$ cat config.mk
export PLATFORM = sky130hd
export DESIGN_NAME = csr_bus_arbiter
export DESIGN_NICKNAME = d
export VERILOG_FILES = /design/src/rtl/csr_arb_pkg.sv /design/src/rtl/csr_arb_pick.sv /design/src/rtl/csr_bus_arbiter.sv
export SDC_FILE = /design/constraint.sdc
export NUM_CORES = 1
export LEC_CHECK = 0
export CORE_MARGIN = 5
export CORE_UTILIZATION = 32
export CTS_BUF_LIST = sky130_fd_sc_hd__clkbuf_16
export CTS_CLUSTER_DIAMETER = 50
export DETAILED_ROUTE_END_ITERATION = 6
export GPL_TIMING_DRIVEN = 0
export PLACE_DENSITY = 0.69
export SYNTH_ARGS = -nofsm -noshare
export SYNTH_HDL_FRONTEND = slang
export SYNTH_HIERARCHICAL = 1
export SYNTH_SLANG_ARGS = --single-unit
$ cat constraint.sdc
create_clock -name clk -period 4.1 [get_ports clk]
set_clock_uncertainty 0.15 [all_clocks]
set_input_delay 1.025 -clock clk [delete_from_list [all_inputs] [get_ports clk]]
set_output_delay 1.025 -clock clk [all_outputs]
set_load 0.02 [all_outputs]
$ cat src/rtl/csr_arb_pkg.sv
// Shared types and widths for the CSR bus arbiter.
// Counter widths cover the full legal range of RESP_LATENCY (1..7) and STARVE_LIMIT (1..15).
package csr_arb_pkg;

    localparam int ADDR_W     = 12;
    localparam int DATA_W     = 32;
    localparam int LAT_MAX    = 7;
    localparam int STARVE_MAX = 15;
    localparam int LAT_W      = $clog2(LAT_MAX + 1);
    localparam int STARVE_W   = $clog2(STARVE_MAX + 1);

    typedef enum logic [1:0] {
        ST_IDLE  = 2'd0,
        ST_ISSUE = 2'd1,
        ST_WAIT  = 2'd2,
        ST_RESP  = 2'd3
    } state_t;

endpackage

$ cat src/rtl/csr_arb_pick.sv
// Combinational winner selection between the pipeline port (0) and the host port (1).
// Port 1 wins when it is the only one pending, or when port 0 has used up the starvation budget.
module csr_arb_pick
    import csr_arb_pkg::*;
#(
    parameter int STARVE_LIMIT = 4
) (
    input  logic                r0_pend,
    input  logic                r1_pend,
    input  logic [STARVE_W-1:0] starve_cnt,
    output logic                any_pend,
    output logic                winner
);

    always_comb begin
        any_pend = r0_pend | r1_pend;
        winner   = r1_pend && (!r0_pend || (starve_cnt == STARVE_W'(STARVE_LIMIT)));
    end

endmodule

$ cat src/rtl/csr_bus_arbiter.sv
// Two-port arbiter for the shared CSR peripheral bus: one-cycle strobe, response sampled
// RESP_LATENCY cycles later, returned to the granted requester with a one-cycle ack.
module csr_bus_arbiter
    import csr_arb_pkg::*;
#(
    parameter int RESP_LATENCY = 1,
    parameter int STARVE_LIMIT = 4
) (
    input  logic              clk,
    input  logic              rst,
    input  logic              r0_read,
    input  logic              r0_write,
    input  logic [ADDR_W-1:0] r0_addr,
    input  logic [DATA_W-1:0] r0_wdata,
    output logic              r0_ack,
    output logic [DATA_W-1:0] r0_rdata,
    output logic              r0_valid,
    input  logic              r1_read,
    input  logic              r1_write,
    input  logic [ADDR_W-1:0] r1_addr,
    input  logic [DATA_W-1:0] r1_wdata,
    output logic              r1_ack,
    output logic [DATA_W-1:0] r1_rdata,
    output logic              r1_valid,
    output logic              csr_read,
    output logic              csr_write,
    output logic [ADDR_W-1:0] csr_addr,
    output logic [DATA_W-1:0] csr_wdata,
    input  logic [DATA_W-1:0] csr_rdata,
    input  logic              csr_valid,
    output logic              busy,
    output logic              grant
);

    state_t              state_q,  state_d;
    logic                grant_q,  grant_d;
    logic                rd_q,     rd_d;
    logic                wr_q,     wr_d;
    logic [ADDR_W-1:0]   addr_q,   addr_d;
    logic [DATA_W-1:0]   wdata_q,  wdata_d;
    logic [LAT_W-1:0]    lat_q,    lat_d;
    logic [STARVE_W-1:0] starve_q, starve_d;
    logic [DATA_W-1:0]   rdata_q,  rdata_d;
    logic                valid_q,  valid_d;

    logic r0_pend, r1_pend, any_pend, winner;

    assign r0_pend = r0_read | r0_write;
    assign r1_pend = r1_read | r1_write;

    csr_arb_pick #(
        .STARVE_LIMIT(STARVE_LIMIT)
    ) u_pick (
        .r0_pend   (r0_pend),
        .r1_pend   (r1_pend),
        .starve_cnt(starve_q),
        .any_pend  (any_pend),
        .winner    (winner)
    );

    always_comb begin
        state_d  = state_q;
        grant_d  = grant_q;
        rd_d     = rd_q;
        wr_d     = wr_q;
        addr_d   = addr_q;
        wdata_d  = wdata_q;
        lat_d    = lat_q;
        starve_d = starve_q;
        rdata_d  = rdata_q;
        valid_d  = valid_q;
        case (state_q)
            ST_IDLE: begin
                // Only grants made while port 1 is actually waiting count toward starvation.
                if (!r1_pend || winner) begin
                    starve_d = '0;
                end else if (starve_q != STARVE_W'(STARVE_LIMIT)) begin
                    starve_d = starve_q + STARVE_W'(1);
                end
                if (any_pend) begin
                    grant_d = winner;
                    rd_d    = winner ? r1_read  : r0_read;
                    wr_d    = winner ? r1_write : r0_write;
                    addr_d  = winner ? r1_addr  : r0_addr;
                    wdata_d = winner ? r1_wdata : r0_wdata;
                    state_d = ST_ISSUE;
                end
            end
            ST_ISSUE: begin
                lat_d   = LAT_W'(RESP_LATENCY - 1);
                state_d = ST_WAIT;
            end
            ST_WAIT: begin
                // The last WAIT cycle is cycle strobe+RESP_LATENCY, when the bus response is valid.
                if (lat_q == '0) begin
                    rdata_d = csr_valid ? csr_rdata : '0;
                    valid_d = csr_valid;
                    state_d = ST_RESP;
                end else begin
                    lat_d = lat_q - LAT_W'(1);
                end
            end
            ST_RESP: begin
                state_d = ST_IDLE;
            end
            default: begin
                state_d = ST_IDLE;
            end
        endcase
    end

    always_ff @(posedge clk or posedge rst) begin
        if (rst) begin
            state_q  <= ST_IDLE;
            grant_q  <= 1'b0;
            rd_q     <= 1'b0;
            wr_q     <= 1'b0;
            addr_q   <= '0;
            wdata_q  <= '0;
            lat_q    <= '0;
            starve_q <= '0;
            rdata_q  <= '0;
            valid_q  <= 1'b0;
        end else begin
            state_q  <= state_d;
            grant_q  <= grant_d;
            rd_q     <= rd_d;
            wr_q     <= wr_d;
            addr_q   <= addr_d;
            wdata_q  <= wdata_d;
            lat_q    <= lat_d;
            starve_q <= starve_d;
            rdata_q  <= rdata_d;
            valid_q  <= valid_d;
        end
    end

    assign csr_read  = (state_q == ST_ISSUE) && rd_q;
    assign csr_write = (state_q == ST_ISSUE) && wr_q;
    assign csr_addr  = addr_q;
    assign csr_wdata = wdata_q;
    assign busy      = (state_q != ST_IDLE);
    assign grant     = grant_q;
    assign r0_ack    = (state_q == ST_RESP) && !grant_q;
    assign r1_ack    = (state_q == ST_RESP) && grant_q;
    assign r0_rdata  = rdata_q;
    assign r1_rdata  = rdata_q;
    assign r0_valid  = valid_q;
    assign r1_valid  = valid_q;

endmodule

==> results.ini, run 1 <==
[pwr]
ir_drop_mv=0.329
p_per_area_nw_per_um2=712
p_total_w=0.00526
p_leak_nw=3.11

[synthesis]
synth_top_area_share_pct=49.9
synth_cell_type_count=34
avgSynthCellArea_um2=10.2
ys_seq_elements=89
synthFlopType=dfrtp_1
async_flop_share_pct=100
ys_top_cells_by_area=dfrtp_1 (50%), mux2i_1 (10%), buf_4 (6.2%), nand2_1 (5.5%), a21oi_2 (4.7%)
synth_area_leader_cell=dfrtp_1
synth.most_common_cell=dfrtp_1
synth_area_um2=4470
synth_common_cells=dfrtp_1 (89), nand2_1 (65), mux2i_1 (46), nor2_1 (46), buf_4 (37)
yosysSeqAreaShare_pct=49.9
syn_nets=573
synth-edff-count=0
yosys_warnings=6
synth_cells=438

[die]
core_um2=13800
io_pins=243
die_height_um=128
start_util_pct=32.4
fp.dieW_um=128
core.rowCount=43
die_area_um2=16400

[layout]
syn2layout_area_growth_pct=65.5
antenna_cells=0
nNetsFinal=826
utilization_pct=53.6
layout-drive-gt1-share_pct=14.8

[timing]
relSlewSlack_pct=60.7
fmax_mhz=326
worst_pin_slew_ns=0.590
finalMaxSlewViolations=0
fin_crit_sh_pct=74.8
grt_setup_unrepaired=no
hold_viol_final=0
fin_crit_ns=3.07
setup_viol=0

[worst_setup_path]
reg2reg_to=csr_wdata[6]
cp_max_fo=8
required_ns=2.92
cp-end-kind=output pin
cp-start-kind=flop
r2r_cells=6
timing.rr.start=starve_q[1]
ff2ff_setup_slack_ns=1.73
crit_type=reg2out
critical_path_arrival_ns=1.89

[drt]
vias_per_cell=4.57
first_pass_iters=4
vias=4001
detail-route-antenna-nets=0
post-route-drc-count=0
drtIter0Drc=160
finalWirelength_mm=13.9
wl_per_cell_um=15.8

[clock_tree]
clock_latency_ns=0.33
cts_tree=built
clock_path_buffers=2
postCtsSetupBuffers=0
ctsHoldBuffers=0
numCtsBuffers=9
clk_pin_slew_ns=0.06
cts_htree_levels=3
cts_root_buf=clkbuf_16
cts_resized=0
cts.sinks=89

[global_route]
grt_overflow=0
antenna_found_initial=0
grt_usage_pct=16.6
grt_pass1_vias=4230
grt_max_degree=47
grt_pass1_wl_mm=21.5

[placed_design]
place.gp.congestion=0.781
io_buffers=241
dpl.hpwl_mm=11.2

[hold_path]
hp-start=r0_rdata[8]
min_path_type=reg2reg
holdPathEnd=r0_rdata[8]
whs_path_depth=2

[run_status]
status=completed

[run]
maxCapViolCount=0

==> per-stage QoR <==
stage	std cells	instance area (um^2)	hold slack (ns)	worst slack (ns)	setup TNS, ns
finish	876	7390	0.351	1.03	0
global placement	859	7100	0.337	-0.865	-76.30
detailed placement	860	7130	0.341	0.937	0
CTS	876	7390	0.355	1.00	0
floorplan	438	4470	0.316	0.618	0
global route	876	7390	0.376	0.938	0
==> worst max-delay path by stage <==
stage                   end  slack (ns)  startpoint
2_1_floorplan   csr_addr[0]        0.62         rst
3_3_place_gp    csr_addr[1]       -0.87         rst
3_5_place_dp   csr_wdata[6]        0.94     r0_read
4_1_cts                busy        1.00  state_q[0]
5_1_grt                busy        0.94  state_q[0]
6_report               busy        1.03  state_q[0]
==> cells in the final DEF (no fill, tap or decap), types with 2 or more instances in the layout <==
master and count:
a21oi_2 24, nor2_1 46, o21ai_1 5, a21oi_1 25, ha_1 8, buf_6 6
clkinv_1 4, mux2_2 5, o21ai_0 30, buf_8 3, inv_1 12, dfrtp_1 89
clkdlybuf4s50_1 241, nand2b_1 2, buf_4 37, or2_2 3, a22o_1 3, nand2_1 65
mux2i_1 46, clkbuf_1 3, clkbuf_16 9, buf_2 9, nor2b_1 2, and2_1 3
==> report_power, final <==
group,switching (W),total (W),internal [W]
logic,0.00155,0.00305,0.00150
clock network,0.000322,0.000719,0.000398
registers,0.000242,0.00149,0.00125
==> kinds of logic (layout without fill, tap and decap cells) <==
logic type / after synthesis / count (layout) / share of synthesized area [%]
compound gates: 92 / 92 / 12.9
fa+ha+maj: 8 / 8 / 2.24
buf+inv: 70 / 328 / 11.4
flops: 89 / 89 / 49.9
mux: 51 / 51 / 11.6
simple gates: 128 / 128 / 12.0
==> registers in the layout, indices dropped and copies added, names as in the netlist <==
register	flops
wr_q	1
r0_rdata	32
lat_q	3
r0_valid	1
csr_addr	12
rd_q	1
grant	1
csr_wdata	32
state_q	2
starve_q	4
==> per-layer routing <==
metal  global-route usage, %  routed length, um  vias up
li1                        -                  -     1931
met5                       0                  0        -
met2                    28.8               6760      179
met4                    5.81                250        0
met3                    5.63               1250       19
met1                    18.9               5630     1872
==> final cells by class <==
class | instances | area (um^2)
Fill cell | 1272 | 6380
Timing Repair Buffer | 242 | 2440
Sequential cell | 89 | 2230
Multi-Input combinational cell | 279 | 1730
Buffer | 59 | 467
Clock buffer | 9 | 225
Tap cell | 180 | 225
Inverter | 11 | 43.8
Clock inverter | 7 | 30.0
==> worst max-delay path: stages, from the launching register on <==
cell,delay [ns]
dfrtp_1,0.41
inv_1,0.08
ha_1,0.30
inv_1,0.12
clkdlybuf4s50_1,0.65
Note: power is estimated with default switching activity, not from simulation.
==> run 2: changes to the inputs <==
PLACE_DENSITY = 0.72   (was 0.69)
clock period = 2.5 ns   (was 4.1 ns; I/O delays follow)
==> run 2 against run 1 <==
Against the previous run: routed wire length increased by 1.2%; global-route usage increased by 0.41 points; via count increased by 0.75%; design area increased by 0.46%; count of clock-buffer cells in the layout unchanged; die area unchanged; first-iteration DRC count decreased by 11%; critical path type unchanged; largest power group unchanged.
==> results.ini, run 2 (synthesized netlist as in run 1, its figures left out) <==
[run_status]
status=completed  ; unchanged

[pwr]
p_total_w=0.00876  ; was 0.00526 W
ir_drop_mv=0.516  ; was 0.329 mV
p_leak_nw=3.15  ; was 3.11 nW
p_per_area_nw_per_um2=1180  ; was 712 nW/um^2

[worst_setup_path]
crit_type=reg2out  ; unchanged
critical_path_arrival_ns=1.59  ; was 1.89 ns
ff2ff_setup_slack_ns=0.15  ; was 1.73 ns
required_ns=1.73  ; was 2.92 ns
cp-start-kind=flop  ; unchanged
timing.rr.start=starve_q[3]  ; was starve_q[1]
crit_chain=inv_1 -> ha_1 -> and2_1 -> dlygate4sd2_1  ; was inv_1 -> ha_1 -> inv_1 -> clkdlybuf4s50_1
critPathTopFamily=buffers and inverters  ; unchanged
cp_slowest_cell=dfrtp_1  ; was clkdlybuf4s50_1
cp_max_fo=4  ; was 8
crit_buf_inv=2  ; was 3
cp-end-kind=output pin  ; unchanged
cp.depth=4  ; unchanged
reg2reg_to=csr_wdata[4]  ; was csr_wdata[6]
cpPeakStageDelay_ns=0.41  ; was 0.65 ns
r2r_cells=6  ; unchanged
crit_end=csr_read  ; was busy
startpoint=state_q[1]  ; was state_q[0]

[layout]
fill_cells=1240  ; was 1272
syn2layout_area_growth_pct=66.2  ; was 65.5%
nNetsFinal=827  ; was 826
utilization_pct=53.9  ; was 53.6%
antenna_cells=0  ; unchanged
layout_commonest_cell=clkdlybuf4s50_1  ; unchanged
mostFrequentLayoutCells=clkdlybuf4s50_1 (236), dfrtp_1 (89), nand2_1 (65)  ; was clkdlybuf4s50_1 (241), dfrtp_1 (89), nand2_1 (65)
layout-drive-gt1-share_pct=15.2  ; was 14.8%

[timing]
relSlewSlack_pct=51.6  ; was 60.7%
hold_viol_final=0  ; unchanged
worst_pin_slew_ns=0.725  ; was 0.590 ns
fin_crit_ns=2.37
finalMaxSlewViolations=0  ; unchanged
fmax_mhz=423
grt_setup_unrepaired=no  ; unchanged
fin_crit_sh_pct=94.6
setup_viol=0  ; unchanged

[clock_tree]
postCtsSetupBuffers=0  ; unchanged
cts.sinks=89  ; unchanged
cts_root_buf=clkbuf_16  ; unchanged
clk_pin_slew_ns=0.07  ; was 0.06 ns
ctsHoldBuffers=0  ; unchanged
clock_path_buffers=2  ; unchanged
clock_latency_ns=0.35  ; was 0.33 ns
cts_tree=built  ; unchanged
cts_htree_levels=3  ; unchanged
cts_resized=5  ; was 0
numCtsBuffers=9  ; unchanged

[placed_design]
place.gp.congestion=0.834  ; was 0.781
dpl.hpwl_mm=11.4  ; was 11.2 mm
io_buffers=241  ; unchanged

[die]
fp.dieW_um=128  ; unchanged
io_pins=243  ; unchanged
die_height_um=128  ; unchanged
core_um2=13800  ; unchanged
core.rowCount=43  ; unchanged
die_area_um2=16400  ; unchanged
start_util_pct=32.4  ; unchanged

[drt]
drtIter0Drc=142  ; was 160
first_pass_iters=4  ; unchanged
wl_per_cell_um=16.0  ; was 15.8 um
detail-route-antenna-nets=0  ; unchanged
vias=4031  ; was 4001
vias_per_cell=4.60  ; was 4.57
post-route-drc-count=0  ; unchanged
finalWirelength_mm=14.0  ; was 13.9 mm

[global_route]
grt_overflow=0  ; unchanged
grt_pass1_vias=4252  ; was 4230
grt_pass1_wl_mm=21.8  ; was 21.5 mm
antenna_found_initial=0  ; unchanged
grt_usage_pct=17.0  ; was 16.6%
grt_max_degree=34  ; was 47

[hold_path]
hp-start=r0_rdata[9]  ; was r0_rdata[8]
min_path_type=reg2reg  ; unchanged

[run]
maxCapViolCount=0  ; unchanged

[run 2: worst min path at each step]
stage                          to  depth (start not counted)
floorplan                lat_q[1]                          1
global placement         lat_q[1]                          1
detailed placement  csr_wdata[27]                          2
CTS                   r0_rdata[8]                          2
global route          csr_addr[4]                          2
finish                r0_rdata[9]                          2
[run 2: final cells by class]
cell class                      instances  area (um^2)  share of cell area [%]
Timing Repair Buffer                  243         2450                    33.0
Clock inverter                          7         53.8                   0.725
Inverter                               11         45.0                   0.607
Buffer                                 59          467                    6.29
Tap cell                              180          225                    3.03
Sequential cell                        89         2230                    30.0
Multi-Input combinational cell        279         1730                    23.3
Clock buffer                            9          225                    3.03
[run 2: power by group]
group          internal, W  switching, W
combinational      0.00244       0.00256
sequential         0.00205      0.000408
clock             0.000755      0.000545
total              0.00525       0.00351
[run 2: worst min-delay path: cells and delay by family (launching register included)]
kind	cells	cell delay, ns
AO/OA/AOI/OAI	1	0.06
flip-flops	1	0.36
AND/OR/NAND/NOR	1	0.05
[run 2: metrics by stage]
stage	hold slack (ns)	setup WS [ns]	std cells	instance area [um^2]	TNS (ns)
floorplan	0.316	0.457	438	4470	0
CTS	0.366	0.0531	877	7420	0
global placement	0.335	-0.312	859	7110	-31.56
detailed placement	0.352	-0.232	861	7150	-4.85
finish	0.357	0.135	877	7420	0
global route	0.390	0.0315	877	7420	0
[run 2: per-layer routing]
| metal | vias up | wire (um) | share of wire, % | global-route usage (%) |
|---|---|---|---|---|
| li1 | 1927 | - | - | - |
| met1 | 1905 | 5480 | 39 | 19.1 |
| met2 | 179 | 6980 | 50 | 29.4 |
| met3 | 20 | 1300 | 9.2 | 5.88 |
| met4 | 0 | 286 | 2.0 | 6.68 |
| met5 | - | 0 | 0 | 0 |
